===== src/rtl/inv_chain_pulse_ctrl_if.sv =====
`default_nettype none
// ============================================================================
//  Module   : inv_chain_pulse_ctrl_if
//  Purpose  : Bundles the host-side configuration/handshake and the chain
//             pins of the inverter-chain pulse controller.
//  Signals  : start, pulse_high, pulse_low, num_pulses, drain_cycles,
//             chain_out                  (master -> slave)
//             chain_in, busy, done, edge_cnt, first_lat, no_edge
//                                         (slave -> master)
//  Revision : 1.0  initial release
// ============================================================================
interface inv_chain_pulse_ctrl_if #(
  parameter int CNT_W  = 16,
  parameter int NP_W   = 8,
  parameter int EDGE_W = 10
);
  logic              start;
  logic [CNT_W-1:0]  pulse_high;
  logic [CNT_W-1:0]  pulse_low;
  logic [NP_W-1:0]   num_pulses;
  logic [CNT_W-1:0]  drain_cycles;
  logic              chain_out;
  logic              chain_in;
  logic              busy;
  logic              done;
  logic [EDGE_W-1:0] edge_cnt;
  logic [CNT_W-1:0]  first_lat;
  logic              no_edge;

  modport master (
    output start, pulse_high, pulse_low, num_pulses, drain_cycles, chain_out,
    input  chain_in, busy, done, edge_cnt, first_lat, no_edge
  );

  modport slave (
    input  start, pulse_high, pulse_low, num_pulses, drain_cycles, chain_out,
    output chain_in, busy, done, edge_cnt, first_lat, no_edge
  );
endinterface
`default_nettype wire


===== src/rtl/inv_chain_pulse_ctrl.sv =====
`default_nettype none
// ============================================================================
//  Module   : inv_chain_pulse_ctrl
//  Purpose  : Drives an inverter chain with a programmable pulse train and
//             measures the chain response: synchronized output edge count
//             and first-edge latency, both in clk cycles.
//  Ports    : clk        - single clock
//             rst_n      - asynchronous active-low reset
//             bus.slave  - start/config inputs, chain_out pin (in);
//                          chain_in pin, busy, done, edge_cnt, first_lat,
//                          no_edge (out)
//  Revision : 1.0  initial release
// ============================================================================
module inv_chain_pulse_ctrl #(
  parameter int CNT_W  = 16,
  parameter int NP_W   = 8,
  parameter int EDGE_W = 10
) (
  input  logic                   clk,
  input  logic                   rst_n,
  inv_chain_pulse_ctrl_if.slave  bus
);

  typedef enum logic [2:0] {
    S_IDLE  = 3'd0,
    S_HIGH  = 3'd1,
    S_LOW   = 3'd2,
    S_DRAIN = 3'd3,
    S_FIN   = 3'd4
  } state_t;

  localparam logic [CNT_W-1:0]  CNT_ONE  = CNT_W'(1);
  localparam logic [CNT_W-1:0]  CNT_MAX  = {CNT_W{1'b1}};
  localparam logic [NP_W-1:0]   NP_ONE   = NP_W'(1);
  localparam logic [NP_W-1:0]   NP_ZERO  = '0;
  localparam logic [EDGE_W-1:0] EDGE_MAX = {EDGE_W{1'b1}};

  // Zero widths behave as one cycle.
  function automatic logic [CNT_W-1:0] clamp1(input logic [CNT_W-1:0] v);
    return (v == '0) ? CNT_ONE : v;
  endfunction

  state_t            state_q, state_d;
  logic [CNT_W-1:0]  wcnt_q, wcnt_d;       // cycles left in current phase
  logic [NP_W-1:0]   pcnt_q, pcnt_d;       // pulses left in this run
  logic [CNT_W-1:0]  ph_q, ph_d;           // latched configuration
  logic [CNT_W-1:0]  pl_q, pl_d;
  logic [CNT_W-1:0]  dr_q, dr_d;
  logic [CNT_W-1:0]  lat_cnt_q, lat_cnt_d;
  logic              lat_armed_q, lat_armed_d;
  logic              chain_in_q, chain_in_d;
  logic              busy_q, busy_d;
  logic              done_q, done_d;
  logic [EDGE_W-1:0] edge_cnt_q, edge_cnt_d;
  logic [CNT_W-1:0]  first_lat_q, first_lat_d;
  logic              no_edge_q, no_edge_d;
  logic              in_run;

  // chain_out synchronizer plus edge detector. The edge pulse is registered
  // so the path from a chain_out change to a counted edge is three flops.
  logic s1_q, s2_q, s2d_q, edge_q;

  always_ff @(posedge clk or negedge rst_n) begin
    if (!rst_n) begin
      s1_q   <= 1'b0;
      s2_q   <= 1'b0;
      s2d_q  <= 1'b0;
      edge_q <= 1'b0;
    end else begin
      s1_q   <= bus.chain_out;
      s2_q   <= s1_q;
      s2d_q  <= s2_q;
      edge_q <= s2_q ^ s2d_q;
    end
  end

  always_ff @(posedge clk or negedge rst_n) begin
    if (!rst_n) begin
      state_q     <= S_IDLE;
      wcnt_q      <= '0;
      pcnt_q      <= '0;
      ph_q        <= '0;
      pl_q        <= '0;
      dr_q        <= '0;
      lat_cnt_q   <= '0;
      lat_armed_q <= 1'b0;
      chain_in_q  <= 1'b0;
      busy_q      <= 1'b0;
      done_q      <= 1'b0;
      edge_cnt_q  <= '0;
      first_lat_q <= '0;
      no_edge_q   <= 1'b0;
    end else begin
      state_q     <= state_d;
      wcnt_q      <= wcnt_d;
      pcnt_q      <= pcnt_d;
      ph_q        <= ph_d;
      pl_q        <= pl_d;
      dr_q        <= dr_d;
      lat_cnt_q   <= lat_cnt_d;
      lat_armed_q <= lat_armed_d;
      chain_in_q  <= chain_in_d;
      busy_q      <= busy_d;
      done_q      <= done_d;
      edge_cnt_q  <= edge_cnt_d;
      first_lat_q <= first_lat_d;
      no_edge_q   <= no_edge_d;
    end
  end

  always_comb begin
    state_d     = state_q;
    wcnt_d      = wcnt_q;
    pcnt_d      = pcnt_q;
    ph_d        = ph_q;
    pl_d        = pl_q;
    dr_d        = dr_q;
    lat_cnt_d   = lat_cnt_q;
    lat_armed_d = lat_armed_q;
    edge_cnt_d  = edge_cnt_q;
    first_lat_d = first_lat_q;
    no_edge_d   = no_edge_q;
    in_run      = (state_q == S_HIGH) || (state_q == S_LOW) ||
                  (state_q == S_DRAIN);

    // Measurement runs through HIGH, LOW and DRAIN, so an edge landing on
    // the last cycle of a phase is still counted.
    if (in_run) begin
      if (edge_q) begin
        if (edge_cnt_q != EDGE_MAX) begin
          edge_cnt_d = edge_cnt_q + 1'b1;
        end
        if (!lat_armed_q) begin
          first_lat_d = lat_cnt_q;
          lat_armed_d = 1'b1;
        end
      end
      if (lat_cnt_q != CNT_MAX) begin
        lat_cnt_d = lat_cnt_q + 1'b1;
      end
    end

    case (state_q)
      S_IDLE: begin
        if (bus.start) begin
          ph_d        = bus.pulse_high;
          pl_d        = bus.pulse_low;
          dr_d        = bus.drain_cycles;
          pcnt_d      = bus.num_pulses;
          edge_cnt_d  = '0;
          first_lat_d = '0;
          no_edge_d   = 1'b0;
          lat_armed_d = 1'b0;
          lat_cnt_d   = '0;
          if (bus.num_pulses == NP_ZERO) begin
            state_d = S_FIN;
          end else begin
            state_d = S_HIGH;
            wcnt_d  = clamp1(bus.pulse_high);
          end
        end
      end
      S_HIGH: begin
        if (wcnt_q <= CNT_ONE) begin
          state_d = S_LOW;
          wcnt_d  = clamp1(pl_q);
        end else begin
          wcnt_d = wcnt_q - 1'b1;
        end
      end
      S_LOW: begin
        if (wcnt_q <= CNT_ONE) begin
          pcnt_d = pcnt_q - 1'b1;
          if (pcnt_q == NP_ONE) begin
            state_d = S_DRAIN;
            wcnt_d  = dr_q;
          end else begin
            state_d = S_HIGH;
            wcnt_d  = clamp1(ph_q);
          end
        end else begin
          wcnt_d = wcnt_q - 1'b1;
        end
      end
      S_DRAIN: begin
        // A drain of 0 still spends one cycle here.
        if (wcnt_q <= CNT_ONE) begin
          state_d = S_FIN;
        end else begin
          wcnt_d = wcnt_q - 1'b1;
        end
      end
      S_FIN: begin
        state_d = S_IDLE;
      end
      default: begin
        state_d = S_IDLE;
      end
    endcase

    // Results are final in the done cycle. A run that pulsed but saw no
    // edge reports all-ones latency; a zero-pulse run keeps latency at 0.
    if (state_d == S_FIN) begin
      no_edge_d = (edge_cnt_d == '0);
      if (!lat_armed_d && (state_q == S_DRAIN)) begin
        first_lat_d = CNT_MAX;
      end
    end

    // Outputs are registered from the next state so they line up with it.
    chain_in_d = (state_d == S_HIGH);
    busy_d     = (state_d == S_HIGH) || (state_d == S_LOW) ||
                 (state_d == S_DRAIN);
    done_d     = (state_d == S_FIN);
  end

  assign bus.chain_in  = chain_in_q;
  assign bus.busy      = busy_q;
  assign bus.done      = done_q;
  assign bus.edge_cnt  = edge_cnt_q;
  assign bus.first_lat = first_lat_q;
  assign bus.no_edge   = no_edge_q;

endmodule
`default_nettype wire

===== src/flat_wrapper.sv =====
// flat-port wrapper written by rule: the top's interface ports become plain ports
module inv_chain_pulse_ctrl_flat 
#(
  parameter int CNT_W  = 16,
  parameter int NP_W   = 8,
  parameter int EDGE_W = 10
)
  (clk, rst_n, bus_start, bus_pulse_high, bus_pulse_low, bus_num_pulses, bus_drain_cycles, bus_chain_out, bus_chain_in, bus_busy, bus_done, bus_edge_cnt, bus_first_lat, bus_no_edge);
  inv_chain_pulse_ctrl_if #(.CNT_W(CNT_W), .NP_W(NP_W), .EDGE_W(EDGE_W)) bus_i ();
  input  logic clk;
  input  logic rst_n;
  input wire logic [$bits(bus_i.start)-1:0] bus_start;
  input wire logic [$bits(bus_i.pulse_high)-1:0] bus_pulse_high;
  input wire logic [$bits(bus_i.pulse_low)-1:0] bus_pulse_low;
  input wire logic [$bits(bus_i.num_pulses)-1:0] bus_num_pulses;
  input wire logic [$bits(bus_i.drain_cycles)-1:0] bus_drain_cycles;
  input wire logic [$bits(bus_i.chain_out)-1:0] bus_chain_out;
  output wire logic [$bits(bus_i.chain_in)-1:0] bus_chain_in;
  output wire logic [$bits(bus_i.busy)-1:0] bus_busy;
  output wire logic [$bits(bus_i.done)-1:0] bus_done;
  output wire logic [$bits(bus_i.edge_cnt)-1:0] bus_edge_cnt;
  output wire logic [$bits(bus_i.first_lat)-1:0] bus_first_lat;
  output wire logic [$bits(bus_i.no_edge)-1:0] bus_no_edge;
  assign bus_i.start = bus_start;
  assign bus_i.pulse_high = bus_pulse_high;
  assign bus_i.pulse_low = bus_pulse_low;
  assign bus_i.num_pulses = bus_num_pulses;
  assign bus_i.drain_cycles = bus_drain_cycles;
  assign bus_i.chain_out = bus_chain_out;
  assign bus_chain_in = bus_i.chain_in;
  assign bus_busy = bus_i.busy;
  assign bus_done = bus_i.done;
  assign bus_edge_cnt = bus_i.edge_cnt;
  assign bus_first_lat = bus_i.first_lat;
  assign bus_no_edge = bus_i.no_edge;
  inv_chain_pulse_ctrl #(.CNT_W(CNT_W), .NP_W(NP_W), .EDGE_W(EDGE_W)) u_core (.clk(clk), .rst_n(rst_n), .bus(bus_i));
endmodule

===== config.mk =====
export PLATFORM = sky130hd
export DESIGN_NAME = inv_chain_pulse_ctrl_flat
export DESIGN_NICKNAME = d
export VERILOG_FILES = /design/src/rtl/inv_chain_pulse_ctrl_if.sv /design/src/rtl/inv_chain_pulse_ctrl.sv /design/src/flat_wrapper.sv
export SDC_FILE = /design/constraint.sdc
export NUM_CORES = 1
export LEC_CHECK = 0
export ABC_CLOCK_PERIOD_IN_PS = 2250
export BUFFER_PORTS_ARGS = -buffer_cell sky130_fd_sc_hd__clkbuf_2
export CORE_ASPECT_RATIO = 0.8
export CORE_MARGIN = 2
export CORE_UTILIZATION = 50
export CTS_CLUSTER_SIZE = 30
export DETAILED_ROUTE_END_ITERATION = 16
export HOLD_SLACK_MARGIN = 0.05
export PLACE_DENSITY = 0.74
export SYNTH_ARGS = -nofsm -noshare
export SYNTH_HDL_FRONTEND = slang
export SYNTH_SLANG_ARGS = --single-unit

===== constraint.sdc =====
create_clock -name clk -period 2.25 [get_ports clk]
set_input_delay 0.225 -clock clk [delete_from_list [all_inputs] [get_ports clk]]
set_output_delay 0.225 -clock clk [all_outputs]
set_load 0.02 [all_outputs]

==> impl_results.rst <==
.. list-table::
   :header-rows: 1

   * - Metric
     - Value
   * - Status
     - complete, but fails checks
   * - Violated checks
     - setup timing
   * - Final critical delay including setup and external delays
     - 2.27 ns
   * - M1 wire length
     - 8660 um
   * - Worst min-delay path class
     - primary input to flop
   * - Number of warning messages in the yosys log
     - 0
   * - Pin count of the biggest net entering global routing
     - 48
   * - Max_cap viols
     - 0
   * - Fraction of synthesis flops using an asynchronous set or reset pin
     - 100%
   * - Port buffer count
     - 89
   * - Highest achievable clock rate
     - 0.440 GHz
   * - Routed wl met3
     - 1740 um
   * - Placed instance count
     - 1043
   * - Capturing element type of the critical path
     - flop
   * - Layout cells sized above 1
     - about 23%
   * - Number of antenna violations at the first check in global routing
     - 0
   * - Total DRC errors in the routed layout
     - 0
   * - Clock slew seen by the registers of the worst setup and hold paths
     - 0.06 ns
   * - CTS root buf
     - sky130_fd_sc_hd__clkbuf_16
   * - Count of pins over their slew limit
     - 0
   * - Launching point of the worst reg2reg path
     - u_core.wcnt_q[5]
   * - Area of the die
     - approximately 14000 sq um
   * - Number of endpoints with negative hold slack in the final report
     - 0
   * - Top_reg_cell synth
     - sky130_fd_sc_hd__dfrtp_1
   * - Net count reported at finish
     - 999
   * - Crit path launch
     - u_core.wcnt_q[5]
   * - H-tree depth
     - 4
   * - DR top layer
     - met4
   * - Final core utilization
     - 68.0%
   * - Initial core utilization
     - 51.1%
   * - Clock net sink count
     - 126
   * - Biggest area consumer among synthesized cells
     - sky130_fd_sc_hd__dfrtp_1
   * - Detail Placement HPWL
     - 13600 um
   * - Number of placed I/O pins
     - 90
   * - Antenna diode count
     - 0
   * - WP data arrival
     - 2.60 ns
   * - Hold Startpoint
     - bus_pulse_high[2]
   * - Wire per inst
     - around 18 um
   * - Unrepaired setup endpoints after global routing
     - yes
   * - Post-layout instance count excluding filler cells
     - roughly 1100
   * - PnR worst setup slack
     - -0.0209 ns
   * - Total clock buffers created by CTS
     - 17
   * - Measured slew at the worst slew-check pin
     - 0.531 ns
   * - Y dimension of the die
     - roughly 110 um
   * - Power density relative to cell area
     - roughly 910 nW/um^2
   * - Initial DRC Count
     - 657
   * - Post-Synthesis Cells
     - 753
   * - Clock network latency to the later pin of the worst-skew pair
     - 0.42 ns
   * - Remaining antenna violation count
     - 0
   * - Portion of the clock cycle consumed by the worst path in the final layout
     - 101%
   * - Routability congestion estimate from global placement
     - 0.996
   * - Total of endpoints with negative setup slack in the final report
     - 2
   * - Leading cell types in the layout, fill and taps excluded
     - sky130_fd_sc_hd__nand2_1, sky130_fd_sc_hd__dfrtp_1, sky130_fd_sc_hd__clkbuf_2, sky130_fd_sc_hd__buf_4, sky130_fd_sc_hd__a21oi_1
   * - Number of global-route vias before repair
     - between 6000 and 7000
   * - Total of flip-flops plus latches after synthesis
     - 126
   * - Top cells by area, synth
     - sky130_fd_sc_hd__dfrtp_1, sky130_fd_sc_hd__nand2_1, sky130_fd_sc_hd__mux2i_1, sky130_fd_sc_hd__a21oi_1, sky130_fd_sc_hd__o21ai_0
   * - Startpoint type of the worst setup path
     - flop
   * - Routed wire length on met2
     - 9140 um
   * - Most common library cell in the layout ignoring fill and taps
     - sky130_fd_sc_hd__nand2_1
   * - Max clock buf depth
     - 2
   * - Worst Path Required
     - 2.58 ns
   * - Mean instance size in the synthesized netlist
     - between 8 and 9 sq um
   * - Distinct cell type count of the synthesized netlist
     - 61
   * - Leakage
     - 4.16 nW
   * - Final total negative setup slack
     - -0.0305 ns
   * - Max Clock Skew
     - between 0.008 and 0.009 ns
   * - Share of Yosys cell area claimed by the top area cell type
     - between 40% and 50%
   * - Fraction of the yosys area taken by sequential cells
     - around 48%
   * - Post-synth design cell area
     - 6550 sq um
   * - EDFF count, synth
     - 0
   * - Post-DR vias/cell
     - 5.83
   * - Wire length of the first global-routing pass
     - ~32000 um
   * - Highest net fanout along the worst path
     - 4
   * - Layout overhead on the synthesized area
     - 33.2%
   * - Overall routed net length
     - 20000 um
   * - Hold_ws
     - 0.0689 ns
   * - Setup slack of the most critical reg-to-reg path
     - -0.02 ns
   * - Std-Cell Core Area
     - 12800 sq um
   * - Count of vias placed by the detailed router
     - 6532
   * - GR Overflow Total
     - 0
   * - Std cell rows
     - 37
   * - TritonRoute pass-1 iters
     - 5
   * - Startpoint-to-endpoint class of the critical path
     - flop to flop
   * - Width of the chip
     - 132 um
   * - Worst supply voltage drop on vdd
     - 0.797 mV
   * - Max-Slew Margin vs Limit
     - roughly 65%
   * - Combined global-route utilization of all metal layers
     - 29.2%
   * - Post-synth net total
     - just over 800
   * - Clock tree from TritonCTS
     - yes
==> area by class of cell <==
class / instances / area (sq um)
clock inverter: 12 / 161
clock buffer: 20 / 437
sequential: 126 / 3150
tap: 175 / 219
multi-input combinational: 569 / 3260
fill: 1019 / 4100
timing repair buffer: 203 / 1440
inverter: 16 / 60.1
==> worst max-delay path: stages (launching register included) <==
cell                      delay (ns)
sky130_fd_sc_hd__dfrtp_1        0.37
sky130_fd_sc_hd__or4_4          0.56
sky130_fd_sc_hd__or3_4          0.37
sky130_fd_sc_hd__nor3_2         0.11
sky130_fd_sc_hd__a31oi_1        0.11
sky130_fd_sc_hd__or4_1          0.47
sky130_fd_sc_hd__o31ai_1        0.19
==> report_power, final <==
part | internal, mW | total (mW) | switching (mW) | leakage [nW]
Combinational | 0.892 | 1.98 | 1.09 | 2.31
Clock | 1.75 | 2.80 | 1.05 | 0.293
Sequential | 2.72 | 3.14 | 0.421 | 1.56
Total | 5.36 | 7.92 | 2.56 | 4.16
==> cell usage after synthesis (8+ instances only) <==
| cell | number |
|---|---|
| sky130_fd_sc_hd__o21ai_0 | 48 |
| sky130_fd_sc_hd__nand4_1 | 10 |
| sky130_fd_sc_hd__clkbuf_1 | 39 |
| sky130_fd_sc_hd__xor2_1 | 8 |
| sky130_fd_sc_hd__a21oi_1 | 54 |
| sky130_fd_sc_hd__a31oi_1 | 13 |
| sky130_fd_sc_hd__dfrtp_1 | 126 |
| sky130_fd_sc_hd__mux2i_1 | 30 |
| sky130_fd_sc_hd__and3_1 | 9 |
| sky130_fd_sc_hd__nor3_1 | 23 |
| sky130_fd_sc_hd__or3_1 | 8 |
| sky130_fd_sc_hd__xnor2_1 | 9 |
| sky130_fd_sc_hd__nor2_1 | 53 |
| sky130_fd_sc_hd__nor4_1 | 14 |
| sky130_fd_sc_hd__nand2_1 | 173 |
| sky130_fd_sc_hd__nand3_1 | 17 |
| sky130_fd_sc_hd__inv_1 | 16 |
==> path summary, 6_finish.rpt <==
check,cells after the start,end
setup / recovery,6,u_core.bus.no_edge
hold / removal,3,u_core.ph_q[2]
setup reg to reg,6,u_core.bus.no_edge
hold reg to reg,0,u_core.s2_q
max in group asynchronous,3,u_core.bus.edge_cnt[5]
min in group asynchronous,2,u_core.dr_q[8]
==> sequential cells by signal, indices dropped and copies added (netlist names) <==
name	count
u_core.dr_q	16
u_core.lat_cnt_q	16
u_core.bus.first_lat	16
u_core.ph_q	16
u_core.s2_q	1
u_core.s1_q	1
u_core.bus.no_edge	1
u_core.bus.done	1
u_core.s2d_q	1
u_core.bus.edge_cnt	10
u_core.bus.busy	1
u_core.edge_q	1
u_core.bus.chain_in	1
u_core.pcnt_q	8
u_core.lat_armed_q	1
u_core.pl_q	16
u_core.state_q	3
u_core.wcnt_q	16
==> logic make-up after synthesis <==
| group | after synthesis | share of synthesized area [%] |
|---|---|---|
| AO/OA/AOI/OAI | 176 | 16.6 |
| XOR/XNOR | 17 | 2.27 |
| adder cells (fa/ha/maj) | 6 | 1.15 |
| buffers and inverters | 58 | 3.40 |
| flip-flops | 126 | 48.1 |
| multiplexers | 30 | 4.59 |
| AND/OR/NAND/NOR | 340 | 23.8 |
==> timing repair <==
item,CTS,global route
gates cloned,0,0
setup endpoints to repair,4,36
pin swaps,5,4
hold buffers,41,0
resized for setup,1,18
buffers inserted,2,3
endpoints found under the hold margin,76,0
==> through the flow <==
stage          area [sq um]  worst slack, ns  total power [mW]
6_report               8730          -0.0209              7.92
5_1_grt                8730           -0.111              8.32
4_1_cts                8640          -0.0284              7.89
3_5_place_dp           7610           -0.126              4.98
3_3_place_gp           7610           -0.103              4.91
2_1_floorplan          6580           -0.123              4.18
==> routing by layer <==
metal | vias to the layer above | global-route usage [%]
li1 | 3035 | -
met1 | 3113 | 39.6
met2 | 331 | 46.2
met3 | 53 | 7.53
met4 | 0 | 9.16
met5 | - | 0
No activity file was read; power rests on OpenSTA's default activity.
